===== config.mk =====
export PLATFORM = sky130hd
export DESIGN_NAME = pipe_sequencer
export DESIGN_NICKNAME = d
export VERILOG_FILES = /design/src/rtl/pipe_seq_pkg.sv /design/src/rtl/pipe_sequencer_adv_divider.sv /design/src/rtl/pipe_sequencer.sv
export SDC_FILE = /design/constraint.sdc
export NUM_CORES = 1
export LEC_CHECK = 0
export CORE_MARGIN = 3
export CORE_UTILIZATION = 43
export CTS_CLUSTER_DIAMETER = 40
export CTS_CLUSTER_SIZE = 25
export DETAILED_ROUTE_END_ITERATION = 6
export GPL_TIMING_DRIVEN = 0
export PLACE_DENSITY = 0.78
export SLEW_MARGIN = 20
export SYNTH_ARGS = -nofsm -noshare
export SYNTH_HDL_FRONTEND = slang
export SYNTH_SLANG_ARGS = --single-unit

===== constraint.sdc =====
create_clock -name CLK -period 2.3 [get_ports CLK]
set_input_delay 0.46 -clock CLK [delete_from_list [all_inputs] [get_ports CLK]]
set_output_delay 0.46 -clock CLK [all_outputs]
set_load 0.005 [all_outputs]

===== src/rtl/pipe_seq_pkg.sv =====
// Shared types and constants for the pipeline sequencer.
// Holds the FSM state encoding and the regfile shared-port owner codes.
package pipe_seq_pkg;

  typedef enum logic [1:0] {
    RUN    = 2'b00,
    PAUSED = 2'b01,
    HALTED = 2'b10,
    STEP   = 2'b11
  } seq_state_t;

  localparam logic [1:0] PSEL_SCAN = 2'b00;
  localparam logic [1:0] PSEL_ID   = 2'b01;
  localparam logic [1:0] PSEL_WB   = 2'b10;

  // An advance reads operands; the following cycle writes back; otherwise the scan owns the port.
  function automatic logic [1:0] portOwner(input logic adv, input logic wb);
    if (adv)     return PSEL_ID;
    else if (wb) return PSEL_WB;
    else         return PSEL_SCAN;
  endfunction

endpackage


===== src/rtl/pipe_sequencer_adv_divider.sv =====
// Free-running advance divider: DIV_W-bit counter with synchronous clear,
// count enable and an all-ones terminal-count flag.
module adv_divider #(
  parameter int DIV_W = 6
) (
  input  logic CLK,
  input  logic RST,
  input  logic clr_i,
  input  logic en_i,
  output logic tc_o
);

  logic [DIV_W-1:0] count_q, count_d;

  always_comb begin
    count_d = count_q;
    if (clr_i)     count_d = '0;
    else if (en_i) count_d = count_q + DIV_W'(1);
  end

  always_ff @(posedge CLK or posedge RST) begin
    if (RST) count_q <= '0;
    else     count_q <= count_d;
  end

  assign tc_o = &count_q;

endmodule


===== src/rtl/pipe_sequencer.sv =====
// Pipeline sequencer: run/pause/breakpoint/single-step control of the pipeline advance strobe.
// Optional ADV pulse counter port ADV_CNT is built when PIPE_SEQ_ADV_CNT_EN is defined.
module pipe_sequencer
  import pipe_seq_pkg::*;
#(
  parameter int DIV_W = 6
) (
  input  logic       CLK,
  input  logic       RST,
  input  logic       PAUSE,
  input  logic       STEP_DOWN,
  input  logic       BP_EN,
  input  logic [7:0] BP_ADDR,
  input  logic [7:0] PC,
  output logic       ADV,
  output logic       WB_WIN,
  output logic [1:0] PORT_SEL,
  output logic [3:0] SCAN_ADDR,
  output logic [1:0] STATE
`ifdef PIPE_SEQ_ADV_CNT_EN
  ,
  output logic [31:0] ADV_CNT
`endif
);

  seq_state_t state_q, state_d;
  logic       pend_q, pend_d;
  logic       wb_q;
  logic [3:0] scan_q, scan_d;
  logic       adv;
  logic       bpHit;
  logic       stepReq;
  logic       divClr, divEn, divTc;
  logic [1:0] portSel;

  adv_divider #(.DIV_W(DIV_W)) u_div (
    .CLK   (CLK),
    .RST   (RST),
    .clr_i (divClr),
    .en_i  (divEn),
    .tc_o  (divTc)
  );

  assign bpHit = BP_EN && (PC == BP_ADDR);

  // A step request is only taken once the writeback window has closed; a pulse
  // arriving inside the window is remembered in pend_q, and only one is kept.
  always_comb begin
    state_d = state_q;
    pend_d  = 1'b0;
    adv     = 1'b0;
    stepReq = 1'b0;
    divClr  = 1'b0;
    divEn   = 1'b0;
    case (state_q)
      RUN: begin
        divEn = 1'b1;
        if (PAUSE) begin
          state_d = PAUSED;
          divClr  = 1'b1;
        end else if (divTc && bpHit) begin
          state_d = HALTED;
        end else if (divTc) begin
          adv = 1'b1;
        end
      end
      PAUSED, HALTED: begin
        divClr  = 1'b1;
        pend_d  = pend_q;
        stepReq = (STEP_DOWN || pend_q) && !wb_q;
        if (stepReq) begin
          state_d = STEP;
          pend_d  = 1'b0;
        end else begin
          if (STEP_DOWN && wb_q) pend_d = 1'b1;
          if (state_q == PAUSED && !PAUSE) state_d = RUN;
        end
      end
      STEP: begin
        adv     = 1'b1;
        divClr  = 1'b1;
        state_d = PAUSE ? PAUSED : RUN;
      end
      default: state_d = RUN;
    endcase
  end

  assign portSel = portOwner(adv, wb_q);
  assign scan_d  = (portSel == PSEL_SCAN) ? scan_q + 4'd1 : scan_q;

  always_ff @(posedge CLK or posedge RST) begin
    if (RST) begin
      state_q <= RUN;
      pend_q  <= 1'b0;
      wb_q    <= 1'b0;
      scan_q  <= 4'd0;
    end else begin
      state_q <= state_d;
      pend_q  <= pend_d;
      wb_q    <= adv;
      scan_q  <= scan_d;
    end
  end

  assign ADV       = adv;
  assign WB_WIN    = wb_q;
  assign PORT_SEL  = portSel;
  assign SCAN_ADDR = scan_q;
  assign STATE     = state_q;

`ifdef PIPE_SEQ_ADV_CNT_EN
  logic [31:0] advCnt_q;

  always_ff @(posedge CLK or posedge RST) begin
    if (RST)      advCnt_q <= 32'd0;
    else if (adv) advCnt_q <= advCnt_q + 32'd1;
  end

  assign ADV_CNT = advCnt_q;
`endif

endmodule


* Word level (Yosys, flattened, before mapping)
Index checks and enable logic that the tools add are counted.
** Operators by class
- $add $sub $neg :: 2
- Equality and inequality tests :: 7
- Muxes and demuxes :: 20
- Reductions and logical operators :: 15
** Operators with widths (count)
- two-way mux 2 bit :: 6
- two-way mux 6 bit :: 2
- two-way mux 1 bit :: 9
- inequality test 3 bit (second input constant) :: 3
- == test 8 bit :: 1
- adder 6 x 1 -> 6 bit (second input constant) :: 1
- one-hot mux 2 bit (3 select lines) :: 1
- AND reduction 6 bit :: 1
- logical AND 1 bit :: 5
- adder 4 x 1 -> 4 bit (second input constant) :: 1
- == test 2 bit (second input constant) :: 2
- logical NOT 2 bit :: 2
- one-hot mux 1 bit (2 select lines) :: 2
- OR reduction 3 bit :: 1
- == test 2 x 1 -> 1 bit (second input constant) :: 1
- logical NOT 1 bit :: 2
- AND reduction 2 bit :: 1
- nonzero test 2 bit :: 1
- OR reduction 2 bit :: 1
- logical OR 1 bit :: 1
** Storage, ports and cells
- Register bits :: 14
- Output and inout port bits :: 10
- Word-level logic and storage cells :: 49

* Logic depth before layout (Yosys ltp)
- Depth after elaboration :: 8
- Gate-level depth with buffers :: 8
- Mapped depth without buffers :: 7

* Modules after synthesis
Synthesis repeated with hierarchy kept, for this count alone.
** Second synthesis, totals
- Cells, all modules :: 90
- Area total of the unflattened synthesis :: 902.1 um^2
** Modules (own cells, without submodules)
- pipe_sequencer :: times used 1, cells each 63, area each 620.6 um^2
- adv_divider :: times used 1, cells each 27, area each 281.5 um^2

* Worst setup path before layout
OpenSTA, ideal clock, no wires.
- Kind :: input to output
- Start point :: input BP_ADDR[7]
- End point :: output PORT_SEL[0]
- Arrival time :: 1.536 ns
- Data required time :: 1.840 ns
- Setup slack :: 0.304 ns
- Stages :: 5
- Cells stage by stage :: xnor2_1 nand4_1 or4_1 o21a_1 buf_4
** Between the ends
- Cells in the longest elaborated chain, start to end :: 7
** Ends and longest elaborated chain
- start, declared :: line pipe_sequencer.sv:13 : input logic [7:0] BP_ADDR,
- == test 8 bit :: line pipe_sequencer.sv:44 : assign bpHit = BP_EN && (PC == BP_ADDR);
- logical AND 1 bit :: line pipe_sequencer.sv:44
- logical AND 1 bit :: line pipe_sequencer.sv:61 : end else if (divTc && bpHit) begin
- two-way mux 1 bit :: line pipe_sequencer.sv:61
- two-way mux 1 bit :: line pipe_sequencer.sv:58 : if (PAUSE) begin
- one-hot mux 1 bit (2 select lines) :: line pipe_sequencer.sv:55 : case (state_q)
- named net ADV :: line pipe_sequencer.sv:15 : output logic ADV,
- two-way mux 2 bit :: line pipe_seq_pkg.sv:18 : if (adv) return PSEL_ID;
- end, declared :: line pipe_sequencer.sv:17 : output logic [1:0] PORT_SEL,
The timed path passes the listed nets, and every way through them passes these cells.

* Worst setup path after layout
- Start point :: input PC[3]
- End point :: output PORT_SEL[1]
** Between the ends
- Cells in the longest elaborated chain, start to end :: 7
** Ends and longest elaborated chain
- start, declared :: line pipe_sequencer.sv:14 : input logic [7:0] PC,
- == test 8 bit :: line pipe_sequencer.sv:44
- logical AND 1 bit :: line pipe_sequencer.sv:44
- logical AND 1 bit :: line pipe_sequencer.sv:61
- two-way mux 1 bit :: line pipe_sequencer.sv:61
- two-way mux 1 bit :: line pipe_sequencer.sv:58
- one-hot mux 1 bit (2 select lines) :: line pipe_sequencer.sv:55
- two-way mux 2 bit :: line pipe_seq_pkg.sv:18
Every way passes these cells.

==> metrics.md <==
| Metric | Value |
|---|---|
| Outcome | `complete, but fails checks` |
| Failing checks | `negative setup slack` |
| Tot Pwr | `between 1 and 1.5 mW` |
| Period utilisation layout | `102%` |
| Register area share after synthesis | `40.3%` |
| Die height | `~50 um` |
| Max Used Layer | `met4` |
| Synth cell count leaders | `14 x dfrtp_1, 12 x xnor2_1, 9 x nor2_1` |
| Worst hold margin | `roughly 0.48 ns` |
| Post-synth top flop | `dfrtp_1` |
| Worst-path clk slew | `around 0.090 ns` |
| Post-DP HPWL | `about 1400 um` |
| Family with the most delay on the worst path | `simple AND/OR/NAND/NOR gates` |
| CP Cell Sequence | `clkdlybuf4s15_1, xnor2_2, nand2_2, or4_1, o21a_1, buf_6, nor2_2, buf_2` |
| CP Max Fanout | `3` |
| Level count of the clock H-tree | `1` |
| Design area | `0.00135 mm2` |
| Vias | `between 700 and 800` |
| Vias in the first global route | `about 840` |
| Hold Crit Class | `flop to flop` |
| Layout cells sized above 1 | `33.3%` |
| Slew @ Worst Pin | `roughly 0.53 ns` |
| Final Skew | `approximately 0.0024 ns` |
| Worst reg-to-reg path cell count | `6` |
| PortBufs | `30` |
| Synth Instances | `between 80 and 90` |
| # setup viols final | `1` |
| Starting density of the core | `47.8%` |
| Routed wire length | `about 2000 um` |
| RSZ-0062 raised after global routing | `true` |
| NetSw | `roughly 480 uW` |
| Avg Cell Area, Syn | `9.88 um2` |
| Gate power share | `about three fifths` |
| CTS root buffer | `clkbuf_4` |
| Layout area overhead | `55.5%` |
| Pre-antenna DRT Iters | `4` |
| DP Cell Count | `143` |
| VDD IR-drop max | `0.667 mV` |
| Nets | `around 160` |
| Synth unique cells | `29` |
| DP Area | `about 0.0012 mm2` |
| Global-route wire length before repair | `about 3500 um` |
| Drt wl/cell | `roughly 13 um` |
| Reg2reg setup slack | `~0.30 ns` |
| Largest net degree at the start of global routing | `15` |
| Crit path time final | `2.34 ns` |
| Origin of the worst min-delay path | `SCAN_ADDR[3]` |
| Flops & latches, synth | `14` |
| Slew headroom | `~64%` |
| Residual DRC | `0` |
| Initial antenna violation count | `0` |
| Antenna Cells | `0` |
| Fmax | `around 430 MHz` |
| TritonCTS Sinks | `14` |
| Hold Path End | `SCAN_ADDR[3]` |
| Die Area | `0.00260 mm2` |
| Ys async rst share | `100%` |
| Worst reg2reg endpoint | `STATE[0]` |
| Sequential share of power | `between 20% and 30%` |
| Net Count, Synth | `115` |
| Setup Crit Path Kind | `input pin to output pin` |
| Crit end category | `output pin` |
| Vias/cell | `between 4 and 5` |
| Synth warn | `0` |
| Antenna viol nets, final | `0` |
| Max-slew violation count | `0` |
| Largest cells by area after synthesis | `dfrtp_1 40%, xnor2_1 12%, ha_1 8.6%, nor2_1 3.9%, xor2_1 3.0%` |
| Met1 WL | `820 um` |
| Post-route worst setup slack | `-0.0418 ns` |
| Sw Ratio | `around a third` |
| Sum of buffers and inverters on the critical path | `3` |
| CP Launch Type | `input pin` |
| Final TNS setup | `-0.0418 ns` |
| Leak | `slightly above 0.6 nW` |
| Max Buffers Root-to-Sink | `2` |
| Met3 WL post-DR | `roughly 150 um` |
| Final Hold Fails | `0` |
| WP data required | `approximately 1.8 ns` |
| Worst path slowest cell | `or4_1` |
| Inserted Clock Buffers | `3` |
| Most frequent cell after synthesis | `dfrtp_1` |
| Biggest area consumer among synthesized cells | `dfrtp_1` |
| Core Region | `~0.0018 mm2` |
| Int Power | `~900 uW` |
| Post-Syn Area | `around 870 um2` |
| I/O Pins | `31` |
| Top-area cell type share of the netlist area | `40.3%` |
| Slowest stage delay, CP | `about 0.51 ns` |
| Gr usage total | `17.7%` |
| Grt ovf | `0` |
| Worst slack, placed | `-0.673 ns` |
| Clock Latency Late Sink | `between 0.2 and 0.3 ns` |
| Hold Path Depth | `1` |
| Post-route insts no fill | `160` |
| GPL Wtd Cong | `approximately 0.74` |
| Clock group share of total power | `between 10% and 20%` |
| CTS tree | `yes` |
| Die X-Extent | `a little over 50 um` |
| DR WL met2 | `between 1000 and 1500 um` |
| Max cap viols | `0` |
| DRT iter0 DRCs | `11` |
| Pwr Density | `approximately 1000 mW/mm2` |
| Reg2reg start | `u_div.count_q[0]` |
| Utilization after layout | `74.3%` |
| Site Rows | `15` |
| WP data arrival | `around 1.9 ns` |
| Number of enable flip-flop cells after synthesis | `0` |
==> routing by layer <==
metal,track usage (%),vias up
met5,0,-
met4,3.59,0
met3,6.12,2
met2,32.4,32
met1,19.6,355
li1,-,392
==> worst reg2reg max path: stages, from the launching register on <==
cell and delay, ns:
dfrtp_1 0.40, ha_1 0.21, nand4_1 0.21, or2_0 0.26
nor4_1 0.28, o21a_1 0.19, mux2_2 0.34
==> flip-flops by register name (all words and copies together) (netlist names) <==
name and cells:
pend_q 1, STATE 2, u_div.count_q 6, SCAN_ADDR 4, WB_WIN 1
==> cells by family after synthesis <==
kind of cell	count (synthesis)	synth area share, %
simple gates	32	20.3
flops	14	40.3
mux	3	4.17
buf+inv	8	4.32
fa+ha+maj	6	8.63
xor+xnor	15	15.1
compound gates	10	7.19
==> power by group through the flow <==
stage	sequential [mW]	combinational (mW)	clock [mW]
detailed placement	0.394	0.622	0
CTS	0.390	0.667	0.179
floorplan	0.389	0.375	0
global route	0.409	0.892	0.193
global placement	0.389	0.607	0
finish	0.395	0.813	0.177
==> cells in the final DEF (no fill, tap or decap), types with 2 or more instances in the layout <==
cell type        synthesis  routed
buf_4                    2      13
buf_6                    0       4
clkbuf_2                 0       8
clkbuf_4                 0       3
clkdlybuf4s15_1          0       2
clkdlybuf4s50_1          0      10
dfrtp_1                 14      13
dlygate4sd2_1            0       7
ha_1                     6       3
ha_4                     0       2
inv_1                    6       4
inv_2                    0       2
nand2_1                  4       3
nand2b_1                 2       2
nand4_1                  4       4
nor2_1                   9       8
nor2_2                   1       2
nor3_1                   2       2
o21a_1                   2       2
o21ai_0                  5       5
xnor2_1                 12      11
xor2_1                   3       3
==> layout make-up <==
class	count	area [um2]
Inverter	6	22.5
Tap cell	25	31.3
Buffer	2	18.8
Timing Repair Buffer	43	350
Multi-Input combinational cell	66	542
Sequential cell	14	352
Fill cell	138	468
Clock buffer	4	36.3
==> worst max-delay path by stage <==
stage	endpoint	slack, ns	cells past startpoint	from
2_1_floorplan	PORT_SEL[0]	0.30	5	BP_ADDR[7]
3_5_place_dp	PORT_SEL[1]	-0.67	7	BP_ADDR[0]
6_report	PORT_SEL[1]	-0.04	8	PC[3]
5_1_grt	PORT_SEL[1]	-0.14	9	STATE[1]
3_3_place_gp	PORT_SEL[1]	-0.66	7	BP_ADDR[1]
4_1_cts	PORT_SEL[1]	-0.09	6	STATE[1]
==> what timing repair did <==
action,4_1_cts,5_1_grt
gates resized for setup,43,21
setup endpoints to repair,3,3
pin swaps,15,9
hold buffers,0,0
setup buffers,6,7
Power figures use the tool's default switching activity.
